--- src/rtl/vedic_pkg.sv ---
// Shared types and constants for the Vedic multiply-accumulate path.
package vedic_pkg;

  // Width of the 8x8 multiplier product.
  localparam int unsigned PROD_W_DEF = 16;

  typedef enum logic [1:0] {
    StIdle,
    StAccum,
    StHold
  } state_e;

  // Largest term count a CNT_W-bit counter can report.
  function automatic int unsigned max_terms(input int unsigned cnt_w);
    return (32'd1 << cnt_w) - 32'd1;
  endfunction

endpackage

--- src/rtl/vedic_acc_dp.sv ---
// Accumulator datapath: adder, sum register, sticky carry flag and term counter.
module vedic_acc_dp #(
  parameter int unsigned PROD_W = 16,
  parameter int unsigned ACC_W  = 24,
  parameter int unsigned CNT_W  = 4
) (
  input  logic              clk,
  input  logic              rst,
  input  logic              clr_i,
  input  logic              en_i,
  input  logic [PROD_W-1:0] prod_i,
  output logic [ACC_W-1:0]  acc_o,
  output logic [CNT_W-1:0]  cnt_o,
  output logic              ovf_o
);

  logic [ACC_W-1:0] acc_q, acc_d;
  logic [CNT_W-1:0] cnt_q, cnt_d;
  logic             ovf_q, ovf_d;
  logic [ACC_W:0]   sum;

  // One extra bit captures the carry out of the accumulator.
  assign sum = {1'b0, acc_q} + {{(ACC_W + 1 - PROD_W){1'b0}}, prod_i};

  // Next-state: clear wins over accumulate.
  always_comb begin
    acc_d = acc_q;
    cnt_d = cnt_q;
    ovf_d = ovf_q;
    if (clr_i) begin
      acc_d = '0;
      cnt_d = '0;
      ovf_d = 1'b0;
    end else if (en_i) begin
      acc_d = sum[ACC_W-1:0];
      cnt_d = cnt_q + 1'b1;
      ovf_d = ovf_q | sum[ACC_W];
    end
  end

  // Datapath state registers.
  always_ff @(posedge clk or posedge rst) begin
    if (rst) begin
      acc_q <= '0;
      cnt_q <= '0;
      ovf_q <= 1'b0;
    end else begin
      acc_q <= acc_d;
      cnt_q <= cnt_d;
      ovf_q <= ovf_d;
    end
  end

  assign acc_o = acc_q;
  assign cnt_o = cnt_q;
  assign ovf_o = ovf_q;

endmodule

--- src/rtl/vedic_mac_accum.sv ---
// Multiply-accumulate stage: sums product beats into groups and presents
// each closed group on a held valid/ready output.
module vedic_mac_accum
  import vedic_pkg::*;
#(
  parameter int unsigned PROD_W = PROD_W_DEF,
  parameter int unsigned ACC_W  = 24,
  parameter int unsigned CNT_W  = 4
) (
  input  logic              clk,
  input  logic              rst,
  input  logic              clear,
  input  logic              in_valid,
  output logic              in_ready,
  input  logic [PROD_W-1:0] in_prod,
  input  logic              in_last,
  output logic              out_valid,
  input  logic              out_ready,
  output logic [ACC_W-1:0]  out_acc,
  output logic [CNT_W-1:0]  out_count,
  output logic              out_ovf
);

  localparam int unsigned    MaxTerms = max_terms(CNT_W);
  localparam logic [CNT_W-1:0] LastCnt = CNT_W'(MaxTerms - 1);

  state_e           state_q;
  logic             in_ready_q;
  logic             out_valid_q;
  logic             accept;
  logic             close;
  logic             release_res;
  logic             dp_clr;
  logic [ACC_W-1:0] acc;
  logic [CNT_W-1:0] cnt;
  logic             ovf;

  // Handshake decode; clear drops any concurrent beat or release.
  always_comb begin
    accept      = in_valid && in_ready_q && !clear;
    close       = accept && (in_last || (cnt == LastCnt));
    release_res = out_valid_q && out_ready && !clear;
    dp_clr      = clear || release_res;
  end

  vedic_acc_dp #(
    .PROD_W(PROD_W),
    .ACC_W (ACC_W),
    .CNT_W (CNT_W)
  ) u_dp (
    .clk   (clk),
    .rst   (rst),
    .clr_i (dp_clr),
    .en_i  (accept),
    .prod_i(in_prod),
    .acc_o (acc),
    .cnt_o (cnt),
    .ovf_o (ovf)
  );

  // Group FSM with registered handshake outputs; in_ready depends on state only.
  always_ff @(posedge clk or posedge rst) begin
    if (rst) begin
      state_q     <= StIdle;
      in_ready_q  <= 1'b0;
      out_valid_q <= 1'b0;
    end else if (clear) begin
      state_q     <= StIdle;
      in_ready_q  <= 1'b1;
      out_valid_q <= 1'b0;
    end else begin
      unique case (state_q)
        StIdle, StAccum: begin
          in_ready_q <= 1'b1;
          if (close) begin
            state_q     <= StHold;
            in_ready_q  <= 1'b0;
            out_valid_q <= 1'b1;
          end else if (accept) begin
            state_q <= StAccum;
          end
        end
        StHold: begin
          if (release_res) begin
            state_q     <= StIdle;
            in_ready_q  <= 1'b1;
            out_valid_q <= 1'b0;
          end
        end
        default: begin
          state_q     <= StIdle;
          in_ready_q  <= 1'b1;
          out_valid_q <= 1'b0;
        end
      endcase
    end
  end

  assign in_ready  = in_ready_q;
  assign out_valid = out_valid_q;
  // Result fields read zero unless a result is being presented.
  assign out_acc   = out_valid_q ? acc : '0;
  assign out_count = out_valid_q ? cnt : '0;
  assign out_ovf   = out_valid_q & ovf;

endmodule

--- config.mk ---
export PLATFORM = sky130hd
export DESIGN_NAME = vedic_mac_accum
export DESIGN_NICKNAME = d
export VERILOG_FILES = /design/src/rtl/vedic_pkg.sv /design/src/rtl/vedic_acc_dp.sv /design/src/rtl/vedic_mac_accum.sv
export SDC_FILE = /design/constraint.sdc
export NUM_CORES = 1
export LEC_CHECK = 0
export BUFFER_PORTS_ARGS = -buffer_cell sky130_fd_sc_hd__buf_4
export CORE_UTILIZATION = 42
export DETAILED_ROUTE_END_ITERATION = 7
export PLACE_DENSITY = 0.66
export RECOVER_POWER = 100
export SLEW_MARGIN = 0
export SYNTH_ARGS = -nofsm -noshare
export SYNTH_HDL_FRONTEND = slang
export SYNTH_SLANG_ARGS = --single-unit
--- constraint.sdc ---
create_clock -name clk -period 3.4 [get_ports clk]
set_input_delay 0.34 -clock clk [delete_from_list [all_inputs] [get_ports clk]]
set_output_delay 0.34 -clock clk [all_outputs]
set_load 0.005 [all_outputs]
==> results.json <==
{
  "leakage_nw": 1.444,
  "synth_cells": 303,
  "grt_pass1_vias": 2199,
  "grt_pass1_wl_um": 10630,
  "num_vias": 2312,
  "yosysSeqAreaShare_pct": 32.58,
  "antenna_found_initial": 0,
  "yosysWarnings": 0,
  "finalSetupViolCount": 0,
  "hold_start": "clear",
  "violations": "max-capacitance violations, max-slew violations",
  "cts.path.max_buffers": 2,
  "cpMaxStageDelayCell": "a221oi_1",
  "min_period_ns": 2.664,
  "syn_nets": 344,
  "initial_core_util_pct": 44.66,
  "synth_common_cells": "nand2_1 (50), dfrtp_1 (33), and2_1 (31), a21oi_1 (28), ha_1 (18)",
  "synthFlopType": "dfrtp_1",
  "cts_sinks": 33,
  "wl_um": 6283,
  "yosysTopAreaCell": "dfrtp_1",
  "wl_per_cell_um": 14.78,
  "power.density_nw_per_um2": 401.0,
  "fin_util_pct": 54.03,
  "cts-root-buf": "clkbuf_8",
  "overflow": 0,
  "die-area_um2": 6351,
  "io_buffers": 52,
  "clk_latency_ns": 0.29,
  "cts_tree": "done",
  "finalHoldViolations": 0,
  "gp_congestion": 0.8796,
  "syn_area_um2": 2535,
  "slowest_delay_ns": 0.48,
  "cp_cell_sequence": "ha_1 > fa_1 > a21o_1 > a221oi_1 > o31a_2 > o21ai_0 > o21ai_0 > mux2i_1",
  "critPathLaunch": "u_dp.acc_o[0]",
  "synthTopCellsByArea": "dfrtp_1 (33%), ha_1 (8.9%), and2_1 (7.7%)",
  "io_pins": 53,
  "drtIter0Drc": 143,
  "synth_seq_cells": 33,
  "outcome": "complete, but fails checks",
  "fmax_mhz": 375.4,
  "dr.pass1.iters": 4,
  "grt_usage_pct": 21.64,
  "placed_cells": 417,
  "critPathKind": "flip-flop to flip-flop",
  "critPathCapture": "u_dp.acc_o[22]",
  "dp_hpwl_um": 4553,
  "finalWorstSetupSlack_ns": 0.7360,
  "worstMarginPinSlew_ns": 1.847,
  "area_growth_pct": 20.98,
  "cts_made_buffers": 5,
  "synth-async-reset-ratio_pct": 100.0,
  "r2r_cells": 8,
  "drive_gt1_share_pct": 18.41,
  "htreeDepth": 2,
  "layoutNonFillerInstCount": 425,
  "cp_common_cell": "o21ai_0",
  "holdWs_ns": 0.2584,
  "regToRegSetupSlack_ns": 0.74,
  "slew_headroom_pct": -23.14,
  "synth_edf_count": 0,
  "postCtsSetupRepairBufs": 0,
  "n_antenna_cell": 0,
  "synth_most_common_cell": "nand2_1",
  "synth_cell_type_count": 47,
  "die_y_um": 79.69,
  "detail-route-antenna-nets": 0,
  "viasPerCell": 5.440,
  "critPathCaptureType": "flip-flop",
  "vdd_ir_drop_max_mv": 0.1811,
  "grt_max_degree": 34,
  "cp.arrival_ns": 2.87,
  "cp-start-kind": "flip-flop",
  "synth_top_area_share_pct": 32.58,
  "path_clk_slew_ns": 0.08,
  "drv_cap": 1,
  "finalSetupTns_ns": 0,
  "core_region_area_um2": 5675,
  "avgSynthCellArea_um2": 8.366,
  "finClkSkew_ns": 0.007764,
  "cts.repair.resized": 0,
  "dp_slack_ns": 0.9109,
  "timing.rr.end": "u_dp.acc_o[22]",
  "fin_crit_sh_pct": 78.35,
  "required_ns": 3.61,
  "final_max_slew_viol_count": 34,
  "finalNetCount": 393,
  "num_rows": 27,
  "drc": 0,
  "die_x_um": 79.69,
  "path_max_fanout": 3,
  "r2r-start": "u_dp.acc_o[0]",
  "holdBufCountCts": 0,
  "min_path_type": "primary input to flip-flop",
  "rsz0062_at_grt": "no"
}
## registers in the layout, indices dropped and copies added, names as in the netlist
register / count
out_valid: 1
state_q: 2
u_dp.ovf_o: 1
in_ready: 1
u_dp.acc_o: 24
u_dp.cnt_o: 4
## layout make-up
cell class	instances	area (µm²)
well taps	72	90.09
inverters	5	18.77
clock buffers	6	82.58
repair buffers	56	412.9
fillers	566	2609
clock inverters	2	37.54
multi-input cells	251	1599
flip-flops and latches	33	825.8
## placed cells by master, fill, tap and decap left out, types with 3 or more instances in the layout
cell type | synthesis | layout
a211oi_1 | 3 | 3
a21o_1 | 5 | 5
a21oi_1 | 28 | 29
a221oi_1 | 1 | 3
a31oi_1 | 5 | 5
and2_0 | 0 | 18
and2_1 | 31 | 13
and4_1 | 3 | 3
buf_4 | 0 | 40
clkbuf_4 | 0 | 14
clkbuf_8 | 0 | 6
dfrtp_1 | 33 | 33
ha_1 | 18 | 18
inv_1 | 5 | 5
mux2i_1 | 6 | 6
nand2_1 | 50 | 50
nand2b_1 | 5 | 5
nand3_1 | 11 | 11
nand3b_1 | 3 | 3
nand4_1 | 3 | 3
nor2_1 | 12 | 12
nor3_1 | 6 | 6
o211ai_1 | 5 | 5
o21a_1 | 5 | 5
o21ai_0 | 13 | 15
xnor2_1 | 10 | 10
xor2_1 | 5 | 5
## per-stage QoR
stage	total power [mW]	area (µm²)
6_report	1.230	3067
5_1_grt	1.300	3067
2_1_floorplan	0.7430	2535
3_5_place_dp	0.8543	2989
3_3_place_gp	0.8495	2989
4_1_cts	1.249	3109
## report_power, final
part	total, mW	leakage (nW)	internal, mW	switching (mW)
Combinational	0.383	0.942	0.157	0.225
Sequential	0.453	0.444	0.423	0.0303
Clock	0.394	0.0574	0.238	0.156
Total	1.23	1.44	0.818	0.411
## layer usage
metal	vias up	track usage, %	wire (µm)
met5	-	0	0
met4	0	5.636	70
met3	7	3.429	257
met2	64	34.27	2863
met1	1063	30.49	3091
li1	1178	-	-
## worst min-delay path by stage
stage,end,slack (ns),depth (start not counted)
after floorplan,state_q[0],0.41,1
after global placement,u_dp.ovf_o,0.46,2
after detailed placement,state_q[0],0.47,1
after CTS,u_dp.acc_o[6],0.17,3
after global routing,state_q[0],0.26,2
final,state_q[0],0.26,2
## logic make-up (layout without fill, tap and decap cells)
kind of cell,count (synthesis),after routing,share of synthesized area [%]
xor gates and xnor gates,15,15,5.182
DFF,33,33,32.58
AOI/OAI and AO/OA,81,81,21.62
buffers and inverters,19,69,2.961
muxes,6,6,2.369
adders and majority gates,19,19,9.674
and+or+nand+nor,130,130,25.62
## worst max-delay path: cells and delay by family, from the launching register on
family          cells  cell delay, ns
flops               1            0.39
mux                 1            0.23
fa+ha+maj           2            0.64
compound gates      5            1.33
No activity file was read; power rests on OpenSTA's default activity.
